### src/rtl/and_gate_sequencer_if.sv
// ---------------------------------------------------------------------------
// and_gate_sequencer_if
// Bundles the stimulus/check signals between the and_gate_sequencer and the
// and_gate under test (plus the start/result side used by the operator).
//
//   in_start     start request, honoured only while the sequencer is idle
//   in_y         gate output under test (and_gate.out_sum)
//   out_a/out_b  gate input drives (out_vec[1] / out_vec[0])
//   out_vec      current vector index 0..3
//   out_busy     high while vectors are being applied
//   out_done     one-cycle pulse at the end of a run
//   out_pass     last completed run had zero mismatches
//   out_err_cnt  mismatches in the current or last run (0..4)
//
// master: the sequencer side.  slave: the environment (gate + controller).
// ---------------------------------------------------------------------------
interface and_gate_sequencer_if;
  logic       in_start;
  logic       in_y;
  logic       out_a;
  logic       out_b;
  logic [1:0] out_vec;
  logic       out_busy;
  logic       out_done;
  logic       out_pass;
  logic [2:0] out_err_cnt;

  modport master (
    input  in_start, in_y,
    output out_a, out_b, out_vec, out_busy, out_done, out_pass, out_err_cnt
  );

  modport slave (
    output in_start, in_y,
    input  out_a, out_b, out_vec, out_busy, out_done, out_pass, out_err_cnt
  );
endinterface

### src/rtl/and_gate_sequencer.sv
// ---------------------------------------------------------------------------
// and_gate_sequencer
// On a start request, drives the two-input and_gate through vectors 00, 01,
// 10, 11, holding each for HOLD_CYCLES clocks. In the last cycle of each hold
// window the gate output is compared with the expected AND value; mismatches
// are counted. A one-cycle done pulse and a pass flag report the result.
//
// Ports:
//   clk   system clock, rising edge
//   rst   synchronous active-high reset
//   bus   and_gate_sequencer_if.master (start, gate output, drives, results)
//
// Parameter:
//   HOLD_CYCLES  cycles each vector is held before sampling, 1..255
// ---------------------------------------------------------------------------
module and_gate_sequencer #(
  parameter int HOLD_CYCLES = 5
) (
  input  logic                  clk,
  input  logic                  rst,
  and_gate_sequencer_if.master  bus
);

  typedef enum logic [1:0] {
    ST_IDLE  = 2'd0,
    ST_DRIVE = 2'd1,
    ST_DONE  = 2'd2
  } state_e;

  // The counter only needs to reach HOLD_CYCLES-1; keep at least one bit so
  // HOLD_CYCLES = 1 still elaborates.
  localparam int              CNT_W     = (HOLD_CYCLES > 1) ? $clog2(HOLD_CYCLES) : 1;
  localparam logic [CNT_W-1:0] HOLD_LAST = CNT_W'(HOLD_CYCLES - 1);

  state_e           state_q, state_d;
  logic [CNT_W-1:0] hold_cnt_q, hold_cnt_d;
  logic [1:0]       vec_q, vec_d;
  logic [2:0]       err_cnt_q, err_cnt_d;
  logic             pass_q, pass_d;
  logic             busy_q, busy_d;
  logic             done_q, done_d;

  // Expected gate value for the vector currently applied.
  logic             expected_y;
  assign expected_y = vec_q[1] & vec_q[0];

  always_ff @(posedge clk) begin
    if (rst) begin
      state_q    <= ST_IDLE;
      hold_cnt_q <= '0;
      vec_q      <= 2'd0;
      err_cnt_q  <= 3'd0;
      pass_q     <= 1'b0;
      busy_q     <= 1'b0;
      done_q     <= 1'b0;
    end else begin
      state_q    <= state_d;
      hold_cnt_q <= hold_cnt_d;
      vec_q      <= vec_d;
      err_cnt_q  <= err_cnt_d;
      pass_q     <= pass_d;
      busy_q     <= busy_d;
      done_q     <= done_d;
    end
  end

  always_comb begin
    state_d    = state_q;
    hold_cnt_d = hold_cnt_q;
    vec_d      = vec_q;
    err_cnt_d  = err_cnt_q;
    pass_d     = pass_q;
    busy_d     = 1'b0;
    done_d     = 1'b0;

    case (state_q)
      ST_IDLE: begin
        if (bus.in_start) begin
          state_d    = ST_DRIVE;
          hold_cnt_d = '0;
          vec_d      = 2'd0;
          err_cnt_d  = 3'd0;
          pass_d     = 1'b0;
          busy_d     = 1'b1;
        end
      end

      ST_DRIVE: begin
        busy_d = 1'b1;
        if (hold_cnt_q != HOLD_LAST) begin
          hold_cnt_d = hold_cnt_q + 1'b1;
        end else begin
          // Last cycle of the window: the gate has had the whole hold to settle.
          if (bus.in_y != expected_y) begin
            err_cnt_d = err_cnt_q + 3'd1;
          end
          if (vec_q == 2'd3) begin
            state_d = ST_DONE;
            busy_d  = 1'b0;
            done_d  = 1'b1;
            // Uses the updated count so the final compare is included.
            pass_d  = (err_cnt_d == 3'd0);
          end else begin
            vec_d      = vec_q + 2'd1;
            hold_cnt_d = '0;
          end
        end
      end

      ST_DONE: begin
        state_d = ST_IDLE;
      end

      default: begin
        state_d = ST_IDLE;
      end
    endcase
  end

  assign bus.out_a       = vec_q[1];
  assign bus.out_b       = vec_q[0];
  assign bus.out_vec     = vec_q;
  assign bus.out_busy    = busy_q;
  assign bus.out_done    = done_q;
  assign bus.out_pass    = pass_q;
  assign bus.out_err_cnt = err_cnt_q;

endmodule
### src/flat_wrapper.sv
// flat-port wrapper written by rule: the top's interface ports become plain ports
module and_gate_sequencer_flat 
#(
  parameter int HOLD_CYCLES = 5
)
  (clk, rst, bus_in_start, bus_in_y, bus_out_a, bus_out_b, bus_out_vec, bus_out_busy, bus_out_done, bus_out_pass, bus_out_err_cnt);
  and_gate_sequencer_if bus_i ();
  input  logic clk;
  input  logic rst;
  input wire logic [$bits(bus_i.in_start)-1:0] bus_in_start;
  input wire logic [$bits(bus_i.in_y)-1:0] bus_in_y;
  output wire logic [$bits(bus_i.out_a)-1:0] bus_out_a;
  output wire logic [$bits(bus_i.out_b)-1:0] bus_out_b;
  output wire logic [$bits(bus_i.out_vec)-1:0] bus_out_vec;
  output wire logic [$bits(bus_i.out_busy)-1:0] bus_out_busy;
  output wire logic [$bits(bus_i.out_done)-1:0] bus_out_done;
  output wire logic [$bits(bus_i.out_pass)-1:0] bus_out_pass;
  output wire logic [$bits(bus_i.out_err_cnt)-1:0] bus_out_err_cnt;
  assign bus_i.in_start = bus_in_start;
  assign bus_i.in_y = bus_in_y;
  assign bus_out_a = bus_i.out_a;
  assign bus_out_b = bus_i.out_b;
  assign bus_out_vec = bus_i.out_vec;
  assign bus_out_busy = bus_i.out_busy;
  assign bus_out_done = bus_i.out_done;
  assign bus_out_pass = bus_i.out_pass;
  assign bus_out_err_cnt = bus_i.out_err_cnt;
  and_gate_sequencer #(.HOLD_CYCLES(HOLD_CYCLES)) u_core (.clk(clk), .rst(rst), .bus(bus_i));
endmodule
### config.mk
export PLATFORM = sky130hd
export DESIGN_NAME = and_gate_sequencer_flat
export DESIGN_NICKNAME = d
export VERILOG_FILES = /design/src/rtl/and_gate_sequencer_if.sv /design/src/rtl/and_gate_sequencer.sv /design/src/flat_wrapper.sv
export SDC_FILE = /design/constraint.sdc
export NUM_CORES = 1
export LEC_CHECK = 0
export BUFFER_PORTS_ARGS = -buffer_cell sky130_fd_sc_hd__buf_2
export CORE_UTILIZATION = 45
export CTS_CLUSTER_DIAMETER = 60
export DETAILED_ROUTE_END_ITERATION = 16
export GPL_TIMING_DRIVEN = 0
export PLACE_DENSITY = 0.78
export RECOVER_POWER = 100
export SLEW_MARGIN = 10
export SYNTH_ARGS = -nofsm -noshare
export SYNTH_HDL_FRONTEND = slang
export SYNTH_SLANG_ARGS = --single-unit
export TNS_END_PERCENT = 100
### constraint.sdc
create_clock -name clk -period 1.7 [get_ports clk]
set_input_delay 0.34 -clock clk [delete_from_list [all_inputs] [get_ports clk]]
set_output_delay 0.34 -clock clk [all_outputs]
set_load 0.05 [all_outputs]
==> flow_metrics.tcl <==
set metrics [dict create \
    via_count 550 \
    multi_input_area_um2 362.8 \
    synth_seq_cells 13 \
    critPathCaptureType "flop" \
    synth_top_area_cell "dfxtp_1" \
    cts_buffers 3 \
    fin_crit_sh_pct 93.35 \
    grt_pass1_vias 461 \
    synth_most_common_cell "dfxtp_1" \
    insertion_delay_ns 0.29 \
    clock_path_buffers 2 \
    p_leak_nw 0.2997 \
    grt_pass1_wl_um 1890 \
    nFillCells 122 \
    dp_hpwl_um 921.9 \
    first_pass_iters 4 \
    max_slew.worst_pin.slew_ns 0.5956 \
    wl_um 1247 \
    clock_sinks 13 \
    synth_cells 70 \
    grt_setup_unrepaired "false" \
    finalNetCount 96 \
    seq_area_frac_synth_pct 38.88 \
    finalMaxSlewViolations 0 \
    hold_viol 0 \
    port-buffer-count 13 \
    yosysWarnings 0 \
    worstHoldStart "rst" \
    power_density_mw_per_mm2 744.4 \
    finish.utilization_pct 56.63 \
    overflow 0 \
    syn2layout_area_growth_pct 14.21 \
    die_height_um 40.57 \
    synth_common_cells "dfxtp_1 (13), nor2_1 (7), a21oi_1 (6)" \
    async_flop_share_pct 0 \
    drive_above_1_share_pct 22.99 \
    skew_ns 0.01116 \
    r2r_start "u_core.bus.out_vec[0]" \
    antenna_cells 0 \
    path_clk_slew_ns 0.09 \
    antenna_found_initial 0 \
    cts_resized 0 \
    die_area_mm2 0.001646 \
    boundaryPins 14 \
    ys_top_cells_by_area "dfxtp_1 (39%), ha_1 (7.5%), a21oi_1 (4.5%)" \
    rows 13 \
    synth.distinct_cells 29 \
    min_to "u_core.bus.out_done" \
    outcome "finished clean" \
    drtIter0Drc 3 \
    setup_viol 0 \
    placeableCoreArea_mm2 0.001350 \
    synth_top_area_share_pct 38.88 \
    drcViolationCount 0 \
    syn-num-nets 78 \
    critPathMaxFanout 6 \
    max-slew-margin-rel_pct 60.46 \
    fin_tns_setup_ns 0 \
    vias_per_cell 5.392 \
    grt_usage_pct 18.47 \
    cts_root_buf "clkbuf_4" \
    period_needed_ns 1.587 \
    max_freq_mhz 630.2 \
    ir_drop_v 0.0003362 \
    holdBufCountCts 0 \
    syn_area_um2 669.4 \
    synth_edf_count 0 \
    criticalPathCategory "reg -> reg" \
    cts_tree "done" \
    grt_max_degree 11 \
    wire_per_inst_um 12.23 \
    holdCritPathClass "in -> reg" \
    fp.dieW_um 40.57 \
    dominantRegCellSynth "dfxtp_1" \
    holdPathStages 2 \
    arrival_ns 1.78 \
    place_congestion 0.7979 \
    synth_area_per_cell_um2 9.563 \
    seqCellArea_um2 262.8 \
    post-cts-setup-buffers 0 \
    drtAntennaViolNets 0 \
    r2r_cells 5 \
    worst_ep_required_time_ns 1.89 \
    h-tree-depth 1 \
    worstReg2RegEnd "u_core.bus.out_pass" \
    cp-start-kind "flop" \
    rrSetupSlack_ns 0.11 \
    start_util_pct 49.58 \
    maxCapViolations 0 \
]
==> critical path, cell delays in order, from the launching register on <==
cell	delay, ns
dfxtp_2	0.35
ha_1	0.26
xnor2_1	0.40
nor2b_2	0.09
xnor2_1	0.17
a31o_1	0.22
==> layout by cell type (no fill, tap or decap), types with 2 or more instances in the layout <==
cell       n
dfxtp_1   11
clkbuf_1  10
nor2_1     7
a21oi_1    6
inv_1      4
buf_2      4
nand2_1    4
ha_1       4
xnor2_1    3
nor3b_1    3
nand4b_1   3
nor3_1     3
clkbuf_4   3
o211ai_1   2
buf_4      2
clkbuf_2   2
dfxtp_2    2
==> power breakdown <==
group          switching, mW  internal [mW]  leakage (nW)
sequential           0.00322          0.311         0.107
combinational         0.0379         0.0207         0.178
clock                  0.105         0.0912        0.0150
==> cell type report <==
| class | instances | share of cell area, % |
|---|---|---|
| Multi-Input combinational cell | 49 | 47.46 |
| Sequential cell | 13 | 34.37 |
| Timing Repair Buffer | 13 | 7.201 |
| Clock buffer | 4 | 3.437 |
| Buffer | 4 | 3.110 |
| Tap cell | 15 | 2.455 |
| Inverter | 4 | 1.964 |
==> sequential cells by signal, indices dropped and copies added (netlist names) <==
name                    flops
u_core.bus.out_done         1
u_core.bus.out_busy         1
u_core.state_q              2
u_core.bus.out_pass         1
u_core.bus.out_err_cnt      3
u_core.hold_cnt_q           3
u_core.bus.out_vec          2
==> per-layer routing <==
layer	wire (µm)	global-route usage [%]	part of all wire, %	vias to the layer above
met3	62	7.778	5.0	4
met2	580	29.76	47	14
met1	578	18.60	46	252
li1	-	-	-	280
met4	25	14.17	2.0	0
met5	0	0	0	-
==> worst max-delay path by stage <==
stage                               start                         to  cells after the start  slack [ns]
floorplan           u_core.bus.out_vec[0]  u_core.bus.out_err_cnt[0]                      5        0.16
global placement    u_core.bus.out_vec[0]      u_core.bus.out_vec[1]                      5        0.14
detailed placement  u_core.bus.out_vec[0]      u_core.bus.out_vec[1]                      5        0.14
CTS                 u_core.bus.out_vec[0]      u_core.bus.out_vec[1]                      5        0.12
global route        u_core.bus.out_vec[0]  u_core.bus.out_err_cnt[0]                      5        0.02
finish              u_core.bus.out_vec[0]        u_core.bus.out_pass                      5        0.11
==> metrics by stage <==
step | power, mW | hold slack [ns] | std cells | setup WS, ns | instance area, µm²
after CTS | 0.5752 | 0.2898 | 102 | 0.1167 | 782.0
after detailed placement | 0.3812 | 0.4834 | 98 | 0.1361 | 755.7
after global placement | 0.3803 | 0.4632 | 98 | 0.1353 | 755.7
final | 0.5691 | 0.2968 | 102 | 0.1131 | 764.5
after floorplan | 0.3657 | 0.4275 | 70 | 0.1621 | 671.9
after global routing | 0.5930 | 0.2952 | 102 | 0.02219 | 764.5
==> kinds of logic (layout without fill, tap and decap cells) <==
| kind of cell | count (synthesis) | after routing | share of synthesized area, % |
|---|---|---|---|
| and+or+nand+nor | 27 | 27 | 25.61 |
| AOI/OAI and AO/OA | 13 | 13 | 14.21 |
| DFF | 13 | 13 | 38.88 |
| buffers and inverters | 8 | 25 | 5.792 |
| adders and majority gates | 4 | 4 | 7.477 |
| xor gates and xnor gates | 4 | 4 | 6.357 |
| muxes | 1 | 1 | 1.682 |
Note: power is estimated with default switching activity, not from simulation.
